$ cat src/rtl/display_pkg.sv
// Shared types and helpers for the multiplexed hex display scanner.
// Provides nibble type, width constants and nibble extraction.
package display_pkg;

    localparam int NIBBLE_W   = 4;
    localparam int MAX_DIGITS = 16;
    localparam int WIDE_W     = NIBBLE_W * MAX_DIGITS;

    typedef logic [NIBBLE_W-1:0] nibble_t;

    function automatic nibble_t nib_at(
        input logic [WIDE_W-1:0] word,
        input int                i
    );
        return word[NIBBLE_W*i +: NIBBLE_W];
    endfunction

endpackage

$ cat src/rtl/tick_gen.sv
// Prescale counter producing a one-cycle step every PRESCALE clocks.
// Ports: clk, reset (async, active-high), tick (high when count = PRESCALE-1).
module tick_gen #(
    parameter int PRESCALE = 50000
) (
    input  logic clk,
    input  logic reset,
    output logic tick
);

    localparam int CW = (PRESCALE > 1) ? $clog2(PRESCALE) : 1;
    localparam logic [CW-1:0] LAST = CW'(PRESCALE - 1);

    logic [CW-1:0] cnt;

    assign tick = (cnt == LAST);

    always_ff @(posedge clk or posedge reset) begin
        if (reset) begin
            cnt <= '0;
        end else if (tick) begin
            cnt <= '0;
        end else begin
            cnt <= cnt + CW'(1);
        end
    end

endmodule

$ cat src/rtl/display_scan.sv
// Time-multiplexes a hex word onto one seven-segment decoder input.
// Ports: clk, reset, data_in, load, lzb_en -> value, digit_en (active-low), frame.
module display_scan
    import display_pkg::*;
#(
    parameter int NDIGITS  = 4,
    parameter int PRESCALE = 50000
) (
    input  logic                      clk,
    input  logic                      reset,
    input  logic [NIBBLE_W*NDIGITS-1:0] data_in,
    input  logic                      load,
    input  logic                      lzb_en,
    output logic [NIBBLE_W-1:0]       value,
    output logic [NDIGITS-1:0]        digit_en,
    output logic                      frame
);

    localparam int W  = NIBBLE_W * NDIGITS;
    localparam int IW = (NDIGITS > 1) ? $clog2(NDIGITS) : 1;
    localparam logic [IW-1:0] LAST_IDX = IW'(NDIGITS - 1);

    logic          step;
    logic          boundary;
    logic [IW-1:0] idx;
    logic [W-1:0]  pending;
    logic          pending_valid;
    logic [W-1:0]  display;
    logic [WIDE_W-1:0] wide;
    logic          upper_nz;
    logic          blank;
    nibble_t       cur;

    tick_gen #(
        .PRESCALE (PRESCALE)
    ) u_tick (
        .clk   (clk),
        .reset (reset),
        .tick  (step)
    );

    assign boundary = step && (idx == LAST_IDX);
    assign wide     = WIDE_W'(display);

    always_ff @(posedge clk or posedge reset) begin
        if (reset) begin
            idx <= '0;
        end else if (step) begin
            idx <= (idx == LAST_IDX) ? '0 : idx + IW'(1);
        end
    end

    // A coincident load lands in pending after the swap has taken the
    // old pending word, so pending_valid stays set for the next frame.
    always_ff @(posedge clk or posedge reset) begin
        if (reset) begin
            pending       <= '0;
            pending_valid <= 1'b0;
            display       <= '0;
        end else begin
            if (boundary && pending_valid) begin
                display <= pending;
            end
            if (load) begin
                pending       <= data_in;
                pending_valid <= 1'b1;
            end else if (boundary) begin
                pending_valid <= 1'b0;
            end
        end
    end

    // Digit idx is blanked when it and every more significant nibble are
    // zero; digit 0 always stays lit.
    always_comb begin
        upper_nz = 1'b0;
        for (int i = 0; i < NDIGITS; i++) begin
            if (i >= int'(idx) && nib_at(wide, i) != '0) begin
                upper_nz = 1'b1;
            end
        end
        blank = lzb_en && (idx != '0) && !upper_nz;
        cur   = nib_at(wide, int'(idx));
    end

    always_ff @(posedge clk or posedge reset) begin
        if (reset) begin
            value    <= '0;
            digit_en <= '1;
            frame    <= 1'b0;
        end else begin
            frame <= boundary;
            if (blank) begin
                value    <= '0;
                digit_en <= '1;
            end else begin
                value    <= cur;
                digit_en <= ~(NDIGITS'(1) << idx);
            end
        end
    end

endmodule
$ cat config.mk
export PLATFORM = sky130hd
export DESIGN_NAME = display_scan
export DESIGN_NICKNAME = d
export VERILOG_FILES = /design/src/rtl/display_pkg.sv /design/src/rtl/tick_gen.sv /design/src/rtl/display_scan.sv
export SDC_FILE = /design/constraint.sdc
export NUM_CORES = 1
export LEC_CHECK = 0
export BUFFER_PORTS_ARGS = -buffer_cell sky130_fd_sc_hd__buf_2
export CAP_MARGIN = 15
export CORE_ASPECT_RATIO = 0.9
export CORE_UTILIZATION = 45
export CTS_CLUSTER_SIZE = 10
export DETAILED_ROUTE_END_ITERATION = 12
export PLACE_DENSITY = 0.67
export SLEW_MARGIN = 10
export SYNTH_ARGS = -nofsm -noshare
export SYNTH_HDL_FRONTEND = slang
export SYNTH_SLANG_ARGS = --single-unit
$ cat constraint.sdc
create_clock -name clk -period 2.64 [get_ports clk]
set_clock_uncertainty 0.2 [all_clocks]
set_input_delay 0.264 -clock clk [delete_from_list [all_inputs] [get_ports clk]]
set_output_delay 0.264 -clock clk [all_outputs]
set_load 0.02 [all_outputs]
==> impl_metrics.tcl, run 1 <==
set metrics [dict create \
    status "finished clean" \
    syn_to_final_growth_pct 25.2 \
    synth.net_count 211 \
    worstHoldPathType "in2reg" \
    cpPeakStageDelay_ns 0.57 \
    async_flop_share_pct 100 \
    crit_family "simple AND/OR/NAND/NOR gates" \
    cts_resized 0 \
    cts_max_path_buffers 2 \
    ys_types 33 \
    vias 1617 \
    clkLatencyLatePin_ns 0.33 \
    worst-setup-path-type "reg2reg" \
    io_pins 29 \
    fin_tns_setup_ns 0 \
    grt_setup_unrepaired "false" \
    initial_core_util_pct 47.9 \
    grt_usage_pct 17.8 \
    cts.clk_slew.worst_paths_ns 0.07 \
    cp-start-kind "flop" \
    grt-ovfl-total 0 \
    synth_ff_type "dfrtp_1" \
    htree_levels 3 \
    yosysTopAreaCell "dfrtp_1" \
    slowest_stage "or4b_4" \
    synthCells 185 \
    port_buffers 28 \
    antenna_cells 0 \
    die_w_um 82.0 \
    dp_hpwl_mm 3.05 \
    fin_crit_ns 2.35 \
    drc 0 \
    whs_ns 0.201 \
    antenna_found_initial 0 \
    cp_max_fo 16 \
    synth_warnings 0 \
    tightest_slew_ns 0.600 \
    numCtsBuffers 9 \
    min_period_over_period_pct 88.8 \
    cts_root_buf "clkbuf_8" \
    ir_drop_uv 534 \
    cts_tree "yes" \
    finalSetupViolCount 0 \
    cts.sinks 60 \
    leakagePower_nw 1.53 \
    drt_iter0_drc 117 \
    worst-path-buf-inv 1 \
    cp_cell_sequence "or4b_4 > nor4_4 > and3_1 > buf_12 > mux2_2" \
    ff2ff_path_depth 5 \
    synth.area.top_cells "dfrtp_1, mux2_2, mux2_4" \
    seqCellArea_um2 1510 \
    coreArea_um2 5410 \
    p_total_mw 2.07 \
    cp.required_ns 2.66 \
    whs_path_depth 2 \
    syn_area_per_cell_um2 14.0 \
    wl_per_cell_um 14.6 \
    dr.pass1.iters 4 \
    end_kind "flop" \
    grt_pass1_vias 1620 \
    crit_start "u_tick.cnt[4]$_DFF_PP0_" \
    vias_per_cell 5.20 \
    grt_pass1_wl_mm 7.78 \
    dieArea_um2 6070 \
    final_nets 265 \
    fmax_ghz 0.426 \
    grt_max_degree 34 \
    die-height_um 74.0 \
    ant_nets 0 \
    place_ws_ns 0.298 \
    place.gp.congestion 0.788 \
    netlist_area_um2 2590 \
    drive_gt1_share_pct 36.5 \
    multi_input_area_um2 1020 \
    fillers 430 \
    worstHoldStart "load" \
    ys_ff_latch 60 \
    setup_ws_ns 0.295 \
    netlist.area_leader.share_pct 54.1 \
    r2r_slack_ns 0.29 \
    slew_headroom_pct 59.7 \
    critPathArrivalTime_ns 2.37 \
    maxSlewViolCount 0 \
    drv_cap 0 \
    cellPowerDensity_nw_per_um2 637 \
    hold_viol_final 0 \
    routed_wl_mm 4.53 \
    seq_area_frac_synth_pct 58.1 \
    timing.rr.start "u_tick.cnt[4]$_DFF_PP0_" \
    crit_cells 5 \
    num_rows 25 \
    synth_edf_count 0 \
]
-- final timing paths --
path,to
max,display[6]$_DFFE_PP0P_
min,pending_valid$_DFFE_PP0P_
max reg2reg,display[6]$_DFFE_PP0P_
min reg2reg,pending_valid$_DFFE_PP0P_
max in group asynchronous,display[15]$_DFFE_PP0P_
min in group asynchronous,u_tick.cnt[10]$_DFF_PP0_
-- layout by cell type, fill, tap and decap left out, types with 2 or more instances in the layout --
master / synthesis / layout
buf_12: 1 / 2
o21ai_0: 3 / 3
ha_1: 6 / 6
dfstp_2: 4 / 4
buf_2: 0 / 28
mux2_4: 9 / 9
buf_4: 0 / 2
bufinv_16: 0 / 3
xnor2_1: 5 / 5
nand2_1: 10 / 10
inv_1: 5 / 4
nand4_1: 5 / 5
dfrtp_1: 56 / 56
mux4_2: 4 / 4
dlygate4sd3_1: 0 / 17
or4bb_1: 2 / 2
and2_1: 4 / 4
xor2_1: 8 / 8
nor2_1: 12 / 12
and3_1: 2 / 2
mux2_2: 22 / 22
nor4_1: 3 / 3
clkbuf_8: 0 / 11
nand3_1: 7 / 7
-- Yosys cell counts, types with 5 or more instances --
library cell,number
xnor2_1,5
ha_1,6
xor2_1,8
nand2_1,10
nand4_1,5
inv_1,5
mux2_4,9
nand3_1,7
nor2_1,12
dfrtp_1,56
mux2_2,22
-- final cells by class --
type,instances,share of cell area [%]
multi-input cells,114,31.4
inverters,5,0.578
clock buffers,12,4.78
repair buffers,49,11.3
clock inverters,4,2.93
well taps,67,2.58
flip-flops and latches,60,46.4
-- metal layers --
metal	vias to the layer above	routed length, µm	track usage [%]
met4	0	45	7.80
met1	813	2300	25.3
li1	764	-	-
met5	-	0	0
met3	4	220	7.48
met2	36	1970	24.0
-- what timing repair did --
item | in CTS | in global routing
buffers inserted | 0 | 0
endpoints found under the hold margin | 39 | 0
hold buffers | 17 | 0
-- stage by stage --
step                      cells  area, µm²  utilization, %
after detailed placement    278       2820            52.2
final                       311       3240            60.0
after CTS                   311       3240            60.0
after global routing        311       3240            60.0
after floorplan             185       2590               -
after global placement      278       2820            52.2
-- cells by family after synthesis --
| group | share of synthesized area [%] |
|---|---|
| AO/OA/AOI/OAI | 1.21 |
| adder cells (fa/ha/maj) | 2.90 |
| flip-flops | 58.1 |
| multiplexers | 19.1 |
| AND/OR/NAND/NOR | 11.8 |
| buffers and inverters | 2.51 |
| XOR/XNOR | 4.39 |
-- power by group --
group	switching (mW)	internal (mW)
clock	0.346	0.677
sequential	0.0137	0.944
combinational	0.0349	0.0517
total	0.394	1.67
-- flip-flops by register name, indices dropped and copies added, names as in the netlist --
signal,cells
frame,1
pending_valid,1
digit_en,4
display,16
u_tick.cnt,16
value,4
idx,2
pending,16
-- worst reg2reg max path, cell delays in order (launching register included) --
cell and delay (ns):
dfrtp_1 0.43, or4b_4 0.57, nor4_4 0.29, and3_1 0.24, buf_12 0.17, mux2_2 0.35
Power figures use the tool's default switching activity.
==> run 2: changes to the inputs <==
--- a/config.mk
+++ b/config.mk
@@ -5,12 +5,14 @@
 export SDC_FILE = /design/constraint.sdc
 export NUM_CORES = 1
 export LEC_CHECK = 0
+export ABC_CLOCK_PERIOD_IN_PS = 2700
 export BUFFER_PORTS_ARGS = -buffer_cell sky130_fd_sc_hd__buf_2
 export CAP_MARGIN = 15
 export CORE_ASPECT_RATIO = 0.9
 export CORE_UTILIZATION = 45
 export CTS_CLUSTER_SIZE = 10
 export DETAILED_ROUTE_END_ITERATION = 12
+export GPL_TIMING_DRIVEN = 0
 export PLACE_DENSITY = 0.67
 export SLEW_MARGIN = 10
 export SYNTH_ARGS = -nofsm -noshare
==> constraint.sdc (replaced) <==
create_clock -name clk -period 2.7 [get_ports clk]
set_clock_uncertainty 0.2 [all_clocks]
set_input_delay 0.27 -clock clk [delete_from_list [all_inputs] [get_ports clk]]
set_output_delay 0.27 -clock clk [all_outputs]
set_load 0.02 [all_outputs]
==> run 2 against run 1 <==
Non-clock buffer count grew 2. Clock power is essentially flat. Utilization grew 0.12 points. Final area grew 0.19%. Sequential share of layout area shrank 0.089 points. Combinational power shrank 2.9%. Register-to-register slack lost 0.20 ns. Critical endpoint is now display[10]$_DFFE_PP0P_.
==> impl_metrics.tcl, run 2 (synthesis results as in run 1) <==
set metrics [dict create \
    multi_input_area_um2 1020 \
    reg.largest.list "display: 16 flops, pending: 16 flops, u_tick.cnt: 16 flops" \
    dp_hpwl_mm 3.07 \
    status "finished clean" \
    fin_crit_ns 2.61 \
    num_rows 25 \
    cp-start-kind "flop" \
    final_core_util_pct 60.1 \
    critPathArrivalTime_ns 2.63 \
    fmax_ghz 0.384 \
    whs_ns 0.228 \
    tightest_slew_ns 0.583 \
    die-height_um 74.0 \
    die_w_um 82.0 \
    cts.clk_slew.worst_paths_ns 0.06 \
    cts_max_path_buffers 2 \
    cts_tree "yes" \
    grt_pass1_wl_mm 7.70 \
    dr.pass1.iters 4 \
    grt_max_degree 36 \
    cts_hold_buf 17 \
    antenna_found_initial 0 \
    maxSlewViolCount 0 \
    leakagePower_nw 1.52 \
    grt_usage_pct 17.8 \
    cts_root_buf "clkbuf_8" \
    hold_viol_final 0 \
    final_nets 267 \
    fillers 415 \
    initial_core_util_pct 47.9 \
    worstHoldPathType "in2reg" \
    coreArea_um2 5410 \
    routed_wl_mm 4.42 \
    drive_gt1_share_pct 35.4 \
    cts_resized 0 \
    grt_setup_unrepaired "false" \
    vias 1564 \
    postCtsSetupRepairBufs 0 \
    final_cell_mix "dfrtp_1, buf_2, mux2_2" \
    drc 0 \
    grt_pass1_vias 1591 \
    fin_tns_setup_ns 0 \
    place_ws_ns 0.112 \
    io_pins 29 \
    drt_iter0_drc 76 \
    final_common_cell "dfrtp_1" \
    end_kind "flop" \
    wl_per_cell_um 14.1 \
    seqCellArea_um2 1510 \
    syn_to_final_growth_pct 25.4 \
    cp.required_ns 2.72 \
    htree_levels 3 \
    clkLatencyLatePin_ns 0.33 \
    worst-setup-path-type "reg2reg" \
    cellPowerDensity_nw_per_um2 622 \
    place.gp.congestion 0.798 \
    setup_ws_ns 0.0944 \
    ir_drop_uv 465 \
    antenna_cells 0 \
    ant_nets 0 \
    cts.sinks 60 \
    slew_headroom_pct 60.8 \
    finalSetupViolCount 0 \
    min_period_over_period_pct 96.5 \
    grt-ovfl-total 0 \
    vias_per_cell 5.00 \
    cp_max_fo 10 \
    numCtsBuffers 9 \
    dieArea_um2 6070 \
    port_buffers 27 \
    drv_cap 0 \
]
## run 2: changes by cell type in the layout (fill, tap and decap cells not counted), sizes merged
cell	before	now
buf	32	30
clkbuf	12	16
## run 2: stage by stage
stage,power (mW),instance area [µm²],std cells
after detailed placement,1.02,2830,280
after CTS,2.05,3250,313
final,2.02,3250,313
after global routing,2.10,3250,313
after global placement,1.01,2810,279
after floorplan,0.991,2590,185
## run 2: layout make-up
cell class	count	share of cell area, %
Buffer	6	1.42
Clock buffer	12	4.77
Clock inverter	4	2.93
Inverter	5	0.577
Multi-Input combinational cell	114	31.4
Sequential cell	60	46.3
Tap cell	67	2.58
Timing Repair Buffer	45	10.0
## run 2: layer usage
metal / vias to the layer above / share of wire, % / GRT usage, %
met3: 5 / 5.0 / 7.73
met2: 30 / 44 / 24.3
met1: 762 / 50 / 25.0
li1: 767 / - / -
met5: - / 0 / 0
met4: 0 / 0.95 / 6.43
## run 2: final timing paths
kind                                               start                       end  slack (ns)  depth (start not counted)
max in group asynchronous                          reset     digit_en[0]$_DFF_PP1_        1.33                          4
worst max register to register  u_tick.cnt[12]$_DFF_PP0_   display[10]$_DFFE_PP0P_        0.09                          6
worst min-delay path                                load   pending[15]$_DFFE_PP0P_        0.23                          2
worst max-delay path            u_tick.cnt[12]$_DFF_PP0_   display[10]$_DFFE_PP0P_        0.09                          6
min in group asynchronous                          reset    pending[7]$_DFFE_PP0P_        0.33                          3
worst min register to register  u_tick.cnt[15]$_DFF_PP0_  u_tick.cnt[15]$_DFF_PP0_        0.27                          1
## run 2: where the power goes
group	internal, mW	total (mW)	switching (mW)	leakage [nW]
Sequential	0.923	0.936	0.0129	0.768
Clock	0.662	1.00	0.339	0.127
Combinational	0.0507	0.0841	0.0335	0.629
Total	1.64	2.02	0.386	1.52
## run 2: worst max-delay path, cell delays in order, from the launching register on
cell     delay (ns)
dfrtp_1        0.43
or4bb_1        0.58
nor4_4         0.45
and3_1         0.23
buf_6          0.14
buf_12         0.15
mux2_1         0.31
